--- src/rtl/vedic_mul_pipe.sv ---
// Three-stage pipelined Vedic multiplier: operand magnitudes, Vedic partial
// products, then recombination and sign restore (registered or not via OUT_REG).

module vedic_mul_core #(
  parameter int W = 4
) (
  input  logic [W-1:0]   a_i,
  input  logic [W-1:0]   b_i,
  output logic [2*W-1:0] p_o
);
  if (W == 2) begin : g_base
    logic pp00, pp10, pp01, pp11, c1;
    assign pp00 = a_i[0] & b_i[0];
    assign pp10 = a_i[1] & b_i[0];
    assign pp01 = a_i[0] & b_i[1];
    assign pp11 = a_i[1] & b_i[1];
    assign c1   = pp10 & pp01;
    assign p_o  = {pp11 & c1, pp11 ^ c1, pp10 ^ pp01, pp00};
  end else begin : g_rec
    localparam int H = W / 2;
    logic [W-1:0] ll, hl, lh, hh;
    logic [W:0]   mid;

    vedic_mul_core #(.W(H)) u_ll (.a_i(a_i[H-1:0]), .b_i(b_i[H-1:0]), .p_o(ll));
    vedic_mul_core #(.W(H)) u_hl (.a_i(a_i[W-1:H]), .b_i(b_i[H-1:0]), .p_o(hl));
    vedic_mul_core #(.W(H)) u_lh (.a_i(a_i[H-1:0]), .b_i(b_i[W-1:H]), .p_o(lh));
    vedic_mul_core #(.W(H)) u_hh (.a_i(a_i[W-1:H]), .b_i(b_i[W-1:H]), .p_o(hh));

    // Cross terms can carry one bit past W, so the middle sum is W+1 wide.
    assign mid = {1'b0, hl} + {1'b0, lh};
    assign p_o = {{W{1'b0}}, ll} + ({{(W-1){1'b0}}, mid} << H) + {hh, {W{1'b0}}};
  end
endmodule

module vedic_mul_pipe #(
  parameter int WIDTH   = 8,
  parameter bit OUT_REG = 1'b1
) (
  input  logic               clk,
  input  logic               rst_n,
  input  logic               in_valid,
  output logic               in_ready,
  input  logic [WIDTH-1:0]   a,
  input  logic [WIDTH-1:0]   b,
  input  logic               signed_mode,
  output logic               out_valid,
  input  logic               out_ready,
  output logic [2*WIDTH-1:0] p,
  output logic               busy
);
  localparam int H = WIDTH / 2;

  // Handshake: a transfer happens on a rising edge where valid && ready; the
  // whole pipeline moves as one (advance) and freezes while the output stalls.
  logic advance;
  logic s3_v;

  logic             s1_v_q, s1_neg_q;
  logic [WIDTH-1:0] s1_a_q, s1_b_q;
  logic [WIDTH-1:0] mag_a_d, mag_b_d;
  logic             neg_d;

  logic             s2_v_q, s2_neg_q;
  logic [WIDTH-1:0] s2_ll_q, s2_hl_q, s2_lh_q, s2_hh_q;
  logic [WIDTH-1:0] ll_d, hl_d, lh_d, hh_d;

  logic [2*WIDTH-1:0] sum_d, res_d;

  assign advance  = !out_valid || out_ready;
  assign in_ready = advance;
  assign busy     = s1_v_q | s2_v_q | s3_v;

  // Negating the most-negative value yields 2^(WIDTH-1), which fits unsigned.
  always_comb begin
    mag_a_d = a;
    mag_b_d = b;
    neg_d   = 1'b0;
    if (signed_mode) begin
      if (a[WIDTH-1]) mag_a_d = -a;
      if (b[WIDTH-1]) mag_b_d = -b;
      neg_d = a[WIDTH-1] ^ b[WIDTH-1];
    end
  end

  always_ff @(posedge clk or negedge rst_n) begin
    if (!rst_n) begin
      s1_v_q   <= 1'b0;
      s1_neg_q <= 1'b0;
      s1_a_q   <= '0;
      s1_b_q   <= '0;
    end else if (advance) begin
      s1_v_q   <= in_valid;
      s1_neg_q <= neg_d;
      s1_a_q   <= mag_a_d;
      s1_b_q   <= mag_b_d;
    end
  end

  vedic_mul_core #(.W(H)) u_pp_ll (.a_i(s1_a_q[H-1:0]),     .b_i(s1_b_q[H-1:0]),     .p_o(ll_d));
  vedic_mul_core #(.W(H)) u_pp_hl (.a_i(s1_a_q[WIDTH-1:H]), .b_i(s1_b_q[H-1:0]),     .p_o(hl_d));
  vedic_mul_core #(.W(H)) u_pp_lh (.a_i(s1_a_q[H-1:0]),     .b_i(s1_b_q[WIDTH-1:H]), .p_o(lh_d));
  vedic_mul_core #(.W(H)) u_pp_hh (.a_i(s1_a_q[WIDTH-1:H]), .b_i(s1_b_q[WIDTH-1:H]), .p_o(hh_d));

  always_ff @(posedge clk or negedge rst_n) begin
    if (!rst_n) begin
      s2_v_q   <= 1'b0;
      s2_neg_q <= 1'b0;
      s2_ll_q  <= '0;
      s2_hl_q  <= '0;
      s2_lh_q  <= '0;
      s2_hh_q  <= '0;
    end else if (advance) begin
      s2_v_q   <= s1_v_q;
      s2_neg_q <= s1_neg_q;
      s2_ll_q  <= ll_d;
      s2_hl_q  <= hl_d;
      s2_lh_q  <= lh_d;
      s2_hh_q  <= hh_d;
    end
  end

  always_comb begin
    sum_d = {{WIDTH{1'b0}}, s2_ll_q}
          + (({{WIDTH{1'b0}}, s2_hl_q} + {{WIDTH{1'b0}}, s2_lh_q}) << H)
          + {s2_hh_q, {WIDTH{1'b0}}};
    res_d = s2_neg_q ? -sum_d : sum_d;
  end

  if (OUT_REG) begin : g_out_reg
    logic               s3_v_q;
    logic [2*WIDTH-1:0] p_q;

    // Bubbles load zero so p reads 0 whenever out_valid is low.
    always_ff @(posedge clk or negedge rst_n) begin
      if (!rst_n) begin
        s3_v_q <= 1'b0;
        p_q    <= '0;
      end else if (advance) begin
        s3_v_q <= s2_v_q;
        p_q    <= s2_v_q ? res_d : '0;
      end
    end

    assign s3_v      = s3_v_q;
    assign out_valid = s3_v_q;
    assign p         = p_q;
  end else begin : g_out_comb
    assign s3_v      = 1'b0;
    assign out_valid = s2_v_q;
    assign p         = res_d;
  end
endmodule

--- config.mk ---
export PLATFORM = sky130hd
export DESIGN_NAME = vedic_mul_pipe
export DESIGN_NICKNAME = d
export VERILOG_FILES = /design/src/rtl/vedic_mul_pipe.sv
export SDC_FILE = /design/constraint.sdc
export NUM_CORES = 1
export LEC_CHECK = 0
export ABC_AREA = 1
export CAP_MARGIN = 20
export CORE_MARGIN = 1
export CORE_UTILIZATION = 50
export DETAILED_ROUTE_END_ITERATION = 6
export PLACE_DENSITY = 0.77
export REMOVE_ABC_BUFFERS = 1
export SYNTH_ARGS = -nofsm -noshare
export SYNTH_HDL_FRONTEND = slang
export SYNTH_HIERARCHICAL = 1
export SYNTH_SLANG_ARGS = --single-unit
--- constraint.sdc ---
create_clock -name clk -period 3.9 [get_ports clk]
set_clock_uncertainty 0.05 [all_clocks]
set_input_delay 0.585 -clock clk [delete_from_list [all_inputs] [get_ports clk]]
set_output_delay 0.585 -clock clk [all_outputs]
set_load 0.05 [all_outputs]
==> results.tsv <==
stage	metric	value	unit
global_route	grt_start_max_net_pins	76	
synthesis	yosys.area_share.xor_xnor	5.77	%
detailed_routing	firstDrtPassIters	5	
global_route	overflow	0	
clocking	cts_resized	0	
detailed_routing	wirelength	12600	µm
synthesis	synthMuxAreaShare	0	%
pwr	finalPower	5.85	mW
clocking	cts_tree	yes	
clocking	cts-buffers-inserted	9	
synthesis	synth_area_per_cell	7.02	µm²
global_route	grt_pass1_vias	5184	
clocking	cts_sinks	69	
clocking	cts_root_buf	clkbuf_16	
synthesis	synth-seq-cells	69	
global_route	grt_pass1_wl	22500	µm
timing	fmax	305	MHz
clocking	clk_latency	0.33	ns
critical_path	critPathArrivalTime	3.45	ns
synthesis	ys_async_sr_fraction	100	%
detailed_routing	detail_route.wl_per_cell	11.2	µm
die	die_w	116	µm
synthesis	netlist_area	6530	µm²
timing	rsz0062_at_grt	false	
status	run_status	finished clean	
synthesis	ys.flop_type	dfrtp_1	
clocking	postCtsSetupBuffers	0	
critical_path	crit_path_top_delay_cell	fa_1	
finish	drive_gt1_share	6.06	%
placement	gp_congestion	0.857	
pwr	p_per_area	799	nW/µm²
finish	area_growth	12.1	%
critical_path	timing.rr.start	s2_hl_q[0]	
critical_path	required	4.07	ns
detailed_routing	via_count	5457	
min_path	hold_path.class	primary input to async pin	
finish	final_nets	1073	
timing	tightest_slew	0.684	ns
global_route	grtUsageTotal	21.0	%
timing	slew-limit-headroom	54.4	%
critical_path	crit_path_start_kind	flop	
timing	maxSlewViolCount	0	
detailed_routing	via_per_inst	4.83	
timing	hold_viol	0	
critical_path	crit_path_start	s2_hl_q[0]	
finish	n_antenna_cell	0	
pwr	ir_worst_vdd	0.000318	V
die	core_area	12700	µm²
pwr	p_leak	4.40	nW
synthesis	yosys.area_share.simple	28.2	%
die	die_area	13500	µm²
synthesis	yosysSeqAreaShare	26.5	%
synthesis	synth_edf_count	0	
detailed_routing	drt_iter0_drc	305	
global_route	grt_antenna_before_repair	0	
clocking	cts.clk_slew.worst_paths	0.06	ns
critical_path	cp_max_fo	3	
synthesis	synth_cell_types	31	
synthesis	synthCells	930	
critical_path	worstSetupPathType	flop to flop	
clocking	clock_path_buffers	2	
synthesis	synthAdderAreaFrac	20.3	%
timing	final.period_utilization	84.0	%
critical_path	cp_common_cell	nand2_1	
timing	setup_violations	0	
detailed_routing	drcViolationCount	0	
timing	min_period	3.27	ns
detailed_routing	postRouteAntennaNets	0	
synthesis	synth_top_family_by_area	simple AND/OR/NAND/NOR gates	
clocking	cts_hold_buffers	0	
run	max_cap_violations	0	
clocking	cts_max_level	3	
critical_path	path_cells	ha_1 -> inv_1 -> fa_1 -> o21ai_0 -> nand2_1 -> nand2_1 -> a21oi_1 -> xor2_1 -> inv_1 -> ha_1 -> nand2_1 -> inv_1 -> a21oi_1 -> nand2_1 -> nand2_1 -> nand2_1 -> nor2_1 -> nand2_1 -> nand2_1 -> nand3_1 -> nand3_1 -> nand2_1	
placement	port_buffers	39	
die	start_util	51.5	%
die	io_pins	40	
finish	finish.utilization	57.7	%
die	rows	41	
synthesis	synth_compound_area_share	7.17	%
placement	place_hpwl	9720	µm
die	die_h	116	µm
synthesis	yosysWarnings	6	
critical_path	cpPeakStageDelay	0.39	ns
critical_path	cp-end-kind	flop	
routing by layer:
layer	vias to the layer above	wire length, µm	GRT usage [%]
met5	-	0	0
met2	84	6020	37.9
met4	0	243	7.18
met3	17	339	2.91
li1	2929	-	-
met1	2427	6040	25.5
stage by stage:
| stage | instance area, µm² | TNS [ns] | hold slack, ns | std cells | worst slack, ns |
|---|---|---|---|---|---|
| final | 7320 | 0 | 0.207 | 1129 | 0.625 |
| after global routing | 7320 | 0 | 0.247 | 1129 | 0.195 |
| after CTS | 7320 | 0 | 0.222 | 1129 | 0.641 |
| after detailed placement | 7000 | 0 | 0.416 | 1113 | 0.660 |
| after global placement | 7000 | 0 | 0.414 | 1113 | 0.731 |
| after floorplan | 6350 | -38.49 | 0.239 | 899 | -1.18 |
path summary, 6_finish.rpt:
| kind | endpoint | slack, ns | cells after the start |
|---|---|---|---|
| max in group asynchronous | s1_b_q[2] | 2.96 | 2 |
| worst max-delay path | p[15] | 0.63 | 22 |
| min in group clk | p[13] | 0.43 | 2 |
| worst min register to register | p[13] | 0.43 | 2 |
| worst min-delay path | p[2] | 0.21 | 1 |
| worst max register to register | p[15] | 0.63 | 22 |
synthesized netlist by cell type (6+ instances only):
library cell  instances  area share [%]
a21oi_1              25             1.9
buf_4                17             2.0
clkbuf_1             10            0.58
dfrtp_1              69              26
fa_1                 10             3.1
ha_1                 90              17
inv_1               155             8.9
nand2_1             320              18
nand2_2              19             1.8
nand3_1              39             3.0
nand3_2               7             1.1
nand4_1               7            0.67
nor2_1               29             1.7
nor2_2                6            0.58
o21ai_0              52             4.0
xnor2_1              21             2.8
xor2_1               22             3.0
cell type report:
| cell class | count | area (µm²) |
|---|---|---|
| clock buffer | 10 | 229 |
| tap | 172 | 215 |
| multi-input combinational | 668 | 4020 |
| timing repair buffer | 42 | 430 |
| clock inverter | 6 | 87.6 |
| inverter | 162 | 608 |
| fill | 1179 | 5360 |
| sequential | 69 | 1730 |
critical path, delay by kind of cell (launching register included):
family	cells	cell delay (ns)
flip-flops	1	0.35
adder cells (fa/ha/maj)	3	0.85
AO/OA/AOI/OAI	3	0.62
AND/OR/NAND/NOR	12	0.97
XOR/XNOR	1	0.14
buffers and inverters	3	0.18
layout by cell type (no fill, tap or decap), types with 3 or more instances in the layout:
master,n
a21o_1,3
a21oi_1,25
clkbuf_16,9
clkdlybuf4s50_1,37
clkinv_1,4
dfrtp_1,69
fa_1,10
ha_1,90
inv_1,155
inv_2,3
nand2_1,320
nand2_2,19
nand3_1,39
nand3_2,7
nand3b_1,4
nand4_1,7
nor2_1,28
nor2_2,6
nor4_1,4
o21ai_0,52
xnor2_1,21
xor2_1,22
kinds of logic (layout without fill, tap and decap cells):
group	count (synthesis)	count (layout)
adders and majority gates	100	100
xor gates and xnor gates	43	43
AOI/OAI and AO/OA	88	88
buffers and inverters	193	220
and+or+nand+nor	437	437
DFF	69	69
flip-flops by register name (all words and copies together), names as in the netlist:
signal,count
out_valid,1
p,16
s1_a_q,8
s1_b_q,8
s1_neg_q,1
s1_v_q,1
s2_hh_q,8
s2_hl_q,8
s2_lh_q,8
s2_ll_q,8
s2_neg_q,1
s2_v_q,1
report_power, final:
group | leakage [nW] | internal [mW] | switching (mW)
clock network | 0.156 | 0.559 | 0.309
registers | 0.879 | 0.969 | 0.263
logic | 3.36 | 1.41 | 2.34
(Power assumes the default switching activity.)
